**config.mk**
```make
export PLATFORM = sky130hd
export DESIGN_NAME = step_dir_rx
export DESIGN_NICKNAME = d
export VERILOG_FILES = /design/src/rtl/step_pkg.sv /design/src/rtl/step_sync.sv /design/src/rtl/step_dir_rx.sv
export SDC_FILE = /design/constraint.sdc
export NUM_CORES = 1
export LEC_CHECK = 0
export CORE_UTILIZATION = 55
export DETAILED_ROUTE_END_ITERATION = 16
export MAX_ROUTING_LAYER = met4
export PLACE_DENSITY = 0.79
export SLEW_MARGIN = 20
export SYNTH_ARGS = -nofsm -noshare
export SYNTH_HDL_FRONTEND = slang
export SYNTH_SLANG_ARGS = --single-unit
```
**constraint.sdc**
```tcl
create_clock -name clk -period 3.5 [get_ports clk]
set_input_delay 0.7 -clock clk [delete_from_list [all_inputs] [get_ports clk]]
set_output_delay 0.7 -clock clk [all_outputs]
set_load 0.05 [all_outputs]
```
**src/rtl/step_pkg.sv**
```systemverilog
// Shared constants and helpers for the step/direction receiver.
package step_pkg;

  localparam int DEF_PERIOD_CLKS = 10000;
  localparam int DEF_CNT_W       = 16;
  localparam int DDA_STEP_CLKS   = 80;

  // Two's complement to sign-magnitude; sign goes to bit w-1.
  function automatic logic [31:0] to_sign_mag(input logic signed [31:0] v, input int w);
    logic [31:0] r;
    r = v[31] ? -v : v;
    if (v[31]) r = r | (32'd1 << (w - 1));
    return r;
  endfunction

endpackage

```
**src/rtl/step_sync.sv**
```systemverilog
// 2-flop synchronizer, optional 3-sample majority filter, rising-edge detect.
// Filter is built in when STEP_RX_GLITCH_FILTER_EN is defined.
module step_sync #(
  parameter bit EDGE_EN = 1'b1
) (
  input  logic clk,
  input  logic rst_n,
  input  logic d,
  output logic level,
  output logic rise
);

  logic [1:0] sync;

  always_ff @(posedge clk) begin
    if (!rst_n) sync <= '0;
    else        sync <= {sync[0], d};
  end

`ifdef STEP_RX_GLITCH_FILTER_EN
  logic [2:0] hist;

  always_ff @(posedge clk) begin
    if (!rst_n) hist <= '0;
    else        hist <= {hist[1:0], sync[1]};
  end

  // Combinational vote keeps the added latency at two cycles.
  assign level = (hist[0] & hist[1]) | (hist[0] & hist[2]) | (hist[1] & hist[2]);
`else
  assign level = sync[1];
`endif

  generate
    if (EDGE_EN) begin : g_edge
      logic prev;
      always_ff @(posedge clk) begin
        if (!rst_n) prev <= 1'b0;
        else        prev <= level;
      end
      assign rise = level & ~prev;
    end else begin : g_no_edge
      assign rise = 1'b0;
    end
  endgenerate

endmodule

```
**src/rtl/step_dir_rx.sv**
```systemverilog
// Step/direction receiver: counts signed steps per fixed window and latches
// the result as sign-magnitude. Optional input filter: STEP_RX_GLITCH_FILTER_EN.
module step_dir_rx
  import step_pkg::*;
#(
  parameter int PERIOD_CLKS = DEF_PERIOD_CLKS,
  parameter int CNT_W       = DEF_CNT_W
) (
  input  logic             clk,
  input  logic             rst_n,
  input  logic             pulse,
  input  logic             dir,
  input  logic             RD,
  output logic [CNT_W-1:0] N,
  output logic             valid,
  output logic             ovr,
  output logic             sat
);

  localparam int TMR_W = (PERIOD_CLKS > 1) ? $clog2(PERIOD_CLKS) : 1;
  localparam logic [TMR_W-1:0] TMR_LAST = TMR_W'(PERIOD_CLKS - 1);
  localparam logic signed [CNT_W-1:0] ACC_ONE = {{(CNT_W-1){1'b0}}, 1'b1};
  localparam logic signed [CNT_W-1:0] ACC_MAX = {1'b0, {(CNT_W-1){1'b1}}};
  localparam logic signed [CNT_W-1:0] ACC_MIN = -ACC_MAX;

  logic step, dir_lvl, pulse_lvl_unused, dir_rise_unused;
  logic [TMR_W-1:0] timer;
  logic signed [CNT_W-1:0] acc, acc_nxt;
  logic win_sat, win_sat_nxt;
  logic tc;

  step_sync #(.EDGE_EN(1'b1)) u_pulse_sync (
    .clk   (clk),
    .rst_n (rst_n),
    .d     (pulse),
    .level (pulse_lvl_unused),
    .rise  (step)
  );

  step_sync #(.EDGE_EN(1'b0)) u_dir_sync (
    .clk   (clk),
    .rst_n (rst_n),
    .d     (dir),
    .level (dir_lvl),
    .rise  (dir_rise_unused)
  );

  assign tc = (timer == TMR_LAST);

  // A step landing on the latch cycle belongs to the window that starts next.
  always_comb begin
    acc_nxt     = acc;
    win_sat_nxt = win_sat;
    if (tc) begin
      win_sat_nxt = 1'b0;
      if (!step)        acc_nxt = '0;
      else if (dir_lvl) acc_nxt = -ACC_ONE;
      else              acc_nxt = ACC_ONE;
    end else if (step) begin
      if (!dir_lvl) begin
        if (acc == ACC_MAX) win_sat_nxt = 1'b1;
        else                acc_nxt = acc + ACC_ONE;
      end else begin
        if (acc == ACC_MIN) win_sat_nxt = 1'b1;
        else                acc_nxt = acc - ACC_ONE;
      end
    end
  end

  always_ff @(posedge clk) begin
    if (!rst_n) begin
      timer   <= '0;
      acc     <= '0;
      win_sat <= 1'b0;
      N       <= '0;
      valid   <= 1'b0;
      ovr     <= 1'b0;
      sat     <= 1'b0;
    end else begin
      timer   <= tc ? '0 : timer + TMR_W'(1);
      acc     <= acc_nxt;
      win_sat <= win_sat_nxt;
      if (tc) begin
        N     <= CNT_W'(to_sign_mag(32'(acc), CNT_W));
        sat   <= win_sat;
        valid <= 1'b1;
        if (valid && !RD) ovr <= 1'b1;
      end else if (RD) begin
        valid <= 1'b0;
      end
    end
  end

endmodule

```
-- After elaboration in Yosys (flattened, before gate mapping)
Index checks and enable logic that the tools add are counted.
Widths: inputs -> output; s select.
- add/sub/neg operators: 4
- shift-type cells: 0
- order comparisons: 0
- bitwise operators: 3
- div/mod/pow operators: 0
- multiply operators: 0
- reduce and logical (&&, ||, !) cells: 9
- eq/ne operators: 6
- muxes and demuxes: 14
- operators by type and width (cell ; count):
    $mux 16 ; 9
    $eq 16x16->1 const B ; 2
    $add 16x2->16 const B ; 1
    $neg 16->16 ; 1
    $sub 16x2->16 const B ; 1
    $add 14x1->14 const B ; 1
    $eq 14x14->1 const B ; 1
    $reduce_and 3->1 ; 2
    $reduce_bool 2->1 ; 3
    $mux 1 ; 5
    $ne 3x2->1 const B ; 1
    $ne 3x3->1 const B ; 1
    $ne 2x2->1 const B ; 1
    $not 1->1 ; 2
    $reduce_and 2->1 ; 1
    $reduce_or 2->1 ; 1
    $and 1x1->1 ; 1
    $logic_and 1x1->1 ; 1
    $logic_not 1->1 ; 1
- ROM bits: 0
- bits in latches: 0
- bits in registers: 55
- memories kept: 0
- input bits: 5
- bits in writable memories: 0
- logic and storage cells: 46

-- Longest topological paths before layout
- depth after elaboration: 5
- mapped depth: 8
- mapped depth without buffers: 8

-- By module
Synthesis repeated with hierarchy kept, for this count alone.
- cell total of the unflattened synthesis: 379
- area, all modules: 3301.9 sq um
- by module, submodules not included (module ; seq. area each (sq um) ; cells an instance ; area each (sq um) ; times used):
    step_dir_rx ; 1001.0 ; 366 ; 3145.5 ; 1
    step_sync at u_pulse_sync ; 60.1 ; 7 ; 92.6 ; 1
    step_sync at u_dir_sync ; 40.0 ; 6 ; 63.8 ; 1

-- Worst setup path before layout
Ideal clock, no wire load.
- path type: register to register
- start point: reg u_dir_sync.sync[1]
- end point: reg acc[15]
- buffers on the path: 0
- arrival: 2257 ps
- clock period less this slack: 2375 ps
- path slack: 1125 ps
- stages on the path, launching flop included: 8
- path through: dfxtp_1 > ha_1 > a21oi_1 > o211ai_1 > a211oi_1 > a21oi_1 > mux2i_1 > a21oi_2
- cells in the longest elaborated chain, start to end: 3
- ends and longest elaborated chain (what ; line ; RTL):
    start, declared ; step_sync.sv:13 ; logic [1:0] sync;
    start signal, assigned ; step_sync.sv:17 ; else sync <= {sync[0], d};
    $mux 16, on equally long branches ; step_dir_rx.sv:60, step_dir_rx.sv:57 ;
    $mux 16, on equally long branches ; step_dir_rx.sv:59, step_dir_rx.sv:56 ;
    $mux 16 ; step_dir_rx.sv:54 ; if (tc) begin
    end signal, assigned ; step_dir_rx.sv:81 ; acc <= acc_nxt;
    end, declared ; step_dir_rx.sv:28 ; logic signed [CNT_W-1:0] acc, acc_nxt;
Several ways; a longest one is shown, not always the timed one. The select of a mux whose other input is x is not followed.
A chain may end at the register's enable or synchronous reset.

-- Final worst setup path
Same ends and word-level chain as after synthesis.

==> flow_summary_export.csv <==
group,metric,value,unit
outcome,status,"completed",
layout,finish.net_count,414,
placement,place_congestion,0.9067,
synthesis,syn-cell-area,3172,sq um
synthesis,number_of_synthesized_flops_with_an_enable_pin,0,
sta,clock_skew,0.008409,ns
drt,totalWireLength,6625,um
sta,clock.fmax,382.4,MHz
synthesis,ys.warnings.count,0,
cts,cts-buffers-inserted,5,
global_routing,grt_first_pass_wirelength,11360,um
global_routing,grtUsageTotal,23.80,%
cts,post_cts_resize_count,0,
critical_path,critical_path.endpoint,"acc[15]$_SDFFE_PN0P_",
global_routing,fraction_of_met3_tracks_used_by_global_routing,3.529,%
synthesis,seq_area_frac_synth,34.71,%
cts,number_of_clock_sinks,55,
drt,routed_via_density,5.786,
run,timing.max_cap.violations,0,
floorplan,ios,24,
drt,detail-route-antenna-nets,0,
sta,final_setup_fails,0,
placement,port_buffers,23,
cts,path_clk_slew,0.10,ns
sta,grt_setup_unrepaired,"no",
cts,post_cts_repair_timing_setup_buffer_count,0,
critical_path,critPathKind,"flop to flop",
critical_path,r2r-end,"acc[15]$_SDFFE_PN0P_",
synthesis,yosysUniqueCellTypes,53,
drt,post_drt_wl_per_cell,14.31,um
cts,cts-root-buf,"sky130_fd_sc_hd__clkbuf_8",
cts,cts_tree,"done",
critical_path,kind_of_start_point_of_the_critical_path,"flop",
power_and_ir_drop,power_density,332.6,nW/um^2
floorplan,die_height,77.94,um
sta,final_critical_path_setup_slack,0.8851,ns
critical_path,setup.worst_path.end_class,"flop",
drt,drt_initial_violations,147,
critical_path,critical_path.max_fanout,11,
critical_path,timing.reg2reg.worst_path_depth,7,
global_routing,grt_busiest_layer,"met2",
power_and_ir_drop,leakage,1.448,nW
critical_path,crit_arrival,2.82,ns
critical_path,critPathLaunch,"u_dir_sync.sync[1]$_SDFF_PN0_",
drt,drt_pass1_iterations,4,
floorplan,die_width,77.94,um
drt,vias,2679,
power_and_ir_drop,irDropWorstVdd,0.1980,mV
floorplan,die-area,6075,sq um
sta,fin_crit,2.615,ns
cts,cts_max_level,2,
cts,hold_buffers,0,
floorplan,core_area,5540,sq um
placement,pre_cts_ws,0.9502,ns
critical_path,crit-reg2reg-launch,"u_dir_sync.sync[1]$_SDFF_PN0_",
sta,finalHoldViolations,0,
worst_hold_path,hold_class,"flop to flop",
drt,drc,0,
sta,period_share,74.71,%
critical_path,ff2ff_setup_slack,0.89,ns
global_routing,groute.layer.met1.usage,30.87,%
synthesis,syn-mean-instance-area,8.526,sq um
floorplan,rows,27,
synthesis,synth_seq_cells,55,
global_routing,global_route.overflow_total,0,
global_routing,grt_use_met2,38.14,%
sta,number_of_max_slew_violations_in_the_final_report,0,
global_routing,antenna_violations_before_repair,0,
global_routing,grt_start_max_net_pins,24,
cts,ctsLongestPathBuffers,2,
layout,antenna-diode-count,0,
placement,place.detailed.hpwl,4874,um
sta,worst-slew-pin-transition,0.7465,ns
layout,drive_gt1_share,7.161,%
synthesis,syn_inst,372,
sta,max-slew-margin-rel,50.08,%
synthesis,postSynth.topFlopCell,"sky130_fd_sc_hd__dfxtp_1",
synthesis,synth_nets,396,
layout,fillers,482,
sta,totalNegativeSetupSlack,0,ns
global_routing,first_global_vias,2424,
floorplan,start_util,57.25,%
critical_path,worst-endpoint-required,3.70,ns
layout,signed_area_change_from_the_synthesized_netlist_to_the_final_layout,11.83,%
cts,clk_latency,0.31,ns
synthesis,asyncSetResetFlopFracSynth,0,%
==> cell type report <==
type	instances	area, sq um	area share [%]
Multi-Input combinational cell	294	1969	55.52
Timing Repair Buffer	28	267.8	7.549
Inverter	6	22.52	0.6349
Clock inverter	3	27.53	0.7760
Clock buffer	5	68.82	1.940
Sequential cell	55	1101	31.04
Tap cell	72	90.09	2.540
==> metrics by stage <==
step                power, mW  instances  cell area, sq um  utilization [%]  hold WS, ns
finish                  1.180        463              3547            64.02       0.4535
global route            1.244        463              3547            64.02       0.4762
CTS                     1.187        463              3547            64.02       0.4632
detailed placement     0.8319        455              3451            62.29       0.4377
global placement       0.8275        455              3451            62.29       0.4243
floorplan              0.7951        372              3172                -       0.4119
==> layer usage <==
layer | wire length, um | vias up
li1 | - | 1358
met1 | 3264 | 1249
met2 | 2991 | 63
met3 | 262 | 9
met4 | 107 | 0
met5 | 0 | -
==> power breakdown <==
part	switching, mW	internal [mW]
combinational	0.0871	0.0638
sequential	0.0279	0.640
clock	0.214	0.147
==> synth_stat cells (2+ instances only) <==
master / instances / area, sq um
sky130_fd_sc_hd__buf_2: 6 / 30.03
sky130_fd_sc_hd__and3_1: 2 / 12.51
sky130_fd_sc_hd__a21boi_0: 6 / 45.04
sky130_fd_sc_hd__o21ai_1: 13 / 65.06
sky130_fd_sc_hd__nor3_2: 2 / 20.02
sky130_fd_sc_hd__a21oi_1: 16 / 80.08
sky130_fd_sc_hd__a31oi_1: 4 / 25.02
sky130_fd_sc_hd__nand3_1: 11 / 55.05
sky130_fd_sc_hd__xor2_1: 25 / 219.0
sky130_fd_sc_hd__o211a_1: 10 / 100.1
sky130_fd_sc_hd__and2_1: 12 / 75.07
sky130_fd_sc_hd__o41ai_1: 2 / 17.52
sky130_fd_sc_hd__xnor2_1: 11 / 96.34
sky130_fd_sc_hd__nor2_1: 30 / 112.6
sky130_fd_sc_hd__a21o_1: 2 / 15.01
sky130_fd_sc_hd__nand2_1: 50 / 187.7
sky130_fd_sc_hd__o21ai_0: 10 / 50.05
sky130_fd_sc_hd__nand4_1: 8 / 50.05
sky130_fd_sc_hd__dfxtp_1: 55 / 1101
sky130_fd_sc_hd__o21a_1: 3 / 22.52
sky130_fd_sc_hd__a21oi_2: 10 / 87.58
sky130_fd_sc_hd__mux2i_1: 2 / 20.02
sky130_fd_sc_hd__nor2b_1: 2 / 12.51
sky130_fd_sc_hd__ha_1: 18 / 225.2
sky130_fd_sc_hd__nor4b_1: 2 / 17.52
sky130_fd_sc_hd__and4_1: 2 / 17.52
sky130_fd_sc_hd__nand2b_1: 2 / 12.51
sky130_fd_sc_hd__or3_1: 2 / 12.51
sky130_fd_sc_hd__o41a_1: 2 / 22.52
sky130_fd_sc_hd__or4_1: 3 / 22.52
sky130_fd_sc_hd__a211oi_1: 6 / 45.04
sky130_fd_sc_hd__nor3_1: 4 / 20.02
sky130_fd_sc_hd__o31ai_1: 5 / 37.54
sky130_fd_sc_hd__o211ai_1: 2 / 15.01
sky130_fd_sc_hd__clkbuf_1: 9 / 33.78
sky130_fd_sc_hd__inv_1: 6 / 22.52
==> state kept, by name, summed over array words and instances (netlist names) <==
name                      count
N                            16
acc                          16
timer                        14
u_dir_sync.sync               2
u_pulse_sync.sync             2
ovr                           1
sat                           1
u_pulse_sync.g_edge.prev      1
valid                         1
win_sat                       1
==> logic make-up after synthesis <==
group | after synthesis | synth area share, %
buf+inv | 23 | 3.195
xor+xnor | 36 | 9.941
flops | 55 | 34.71
fa+ha+maj | 19 | 7.732
compound gates | 100 | 22.64
simple gates | 137 | 21.14
mux | 2 | 0.6312
==> critical path, cell delays in order, from the launching register on <==
cell                       delay (ns)
sky130_fd_sc_hd__dfxtp_1         0.61
sky130_fd_sc_hd__ha_1            0.37
sky130_fd_sc_hd__a21oi_1         0.27
sky130_fd_sc_hd__o211ai_1        0.23
sky130_fd_sc_hd__a211oi_1        0.56
sky130_fd_sc_hd__a21oi_1         0.17
sky130_fd_sc_hd__mux2i_1         0.23
sky130_fd_sc_hd__a21oi_2         0.07
==> how the worst min path moves through the flow <==
stage                                                from                                   to  slack [ns]  cells past startpoint
final                     u_pulse_sync.sync[0]$_SDFF_PN0_      u_pulse_sync.sync[1]$_SDFF_PN0_        0.45                      1
after detailed placement  u_pulse_sync.sync[0]$_SDFF_PN0_      u_pulse_sync.sync[1]$_SDFF_PN0_        0.44                      1
after global placement    u_pulse_sync.sync[0]$_SDFF_PN0_      u_pulse_sync.sync[1]$_SDFF_PN0_        0.42                      1
after floorplan             u_dir_sync.sync[0]$_SDFF_PN0_        u_dir_sync.sync[1]$_SDFF_PN0_        0.41                      1
after global routing      u_pulse_sync.sync[0]$_SDFF_PN0_      u_pulse_sync.sync[1]$_SDFF_PN0_        0.48                      1
after CTS                 u_pulse_sync.sync[1]$_SDFF_PN0_  u_pulse_sync.g_edge.prev$_SDFF_PN0_        0.46                      1
==> placed cells by master, fill, tap and decap left out, types with 3 or more instances in the layout <==
cell type | Yosys | routed
sky130_fd_sc_hd__o31ai_1 | 5 | 5
sky130_fd_sc_hd__ha_1 | 18 | 18
sky130_fd_sc_hd__clkdlybuf4s50_1 | 0 | 23
sky130_fd_sc_hd__nand2_1 | 50 | 50
sky130_fd_sc_hd__nor3_1 | 4 | 4
sky130_fd_sc_hd__o211a_1 | 10 | 10
sky130_fd_sc_hd__inv_1 | 6 | 6
sky130_fd_sc_hd__o21ai_1 | 13 | 13
sky130_fd_sc_hd__buf_4 | 0 | 5
sky130_fd_sc_hd__xor2_1 | 25 | 25
sky130_fd_sc_hd__clkbuf_8 | 0 | 5
sky130_fd_sc_hd__a21boi_0 | 6 | 6
sky130_fd_sc_hd__and2_1 | 12 | 12
sky130_fd_sc_hd__dfxtp_1 | 55 | 55
sky130_fd_sc_hd__a21oi_2 | 10 | 10
sky130_fd_sc_hd__nor2_1 | 30 | 30
sky130_fd_sc_hd__nand4_1 | 8 | 8
sky130_fd_sc_hd__nand3_1 | 11 | 11
sky130_fd_sc_hd__a21oi_1 | 16 | 16
sky130_fd_sc_hd__a211oi_1 | 6 | 6
sky130_fd_sc_hd__xnor2_1 | 11 | 11
sky130_fd_sc_hd__o21ai_0 | 10 | 10
sky130_fd_sc_hd__or4_1 | 3 | 3
sky130_fd_sc_hd__a31oi_1 | 4 | 4
sky130_fd_sc_hd__o21a_1 | 3 | 3
No activity file was read; power rests on OpenSTA's default activity.
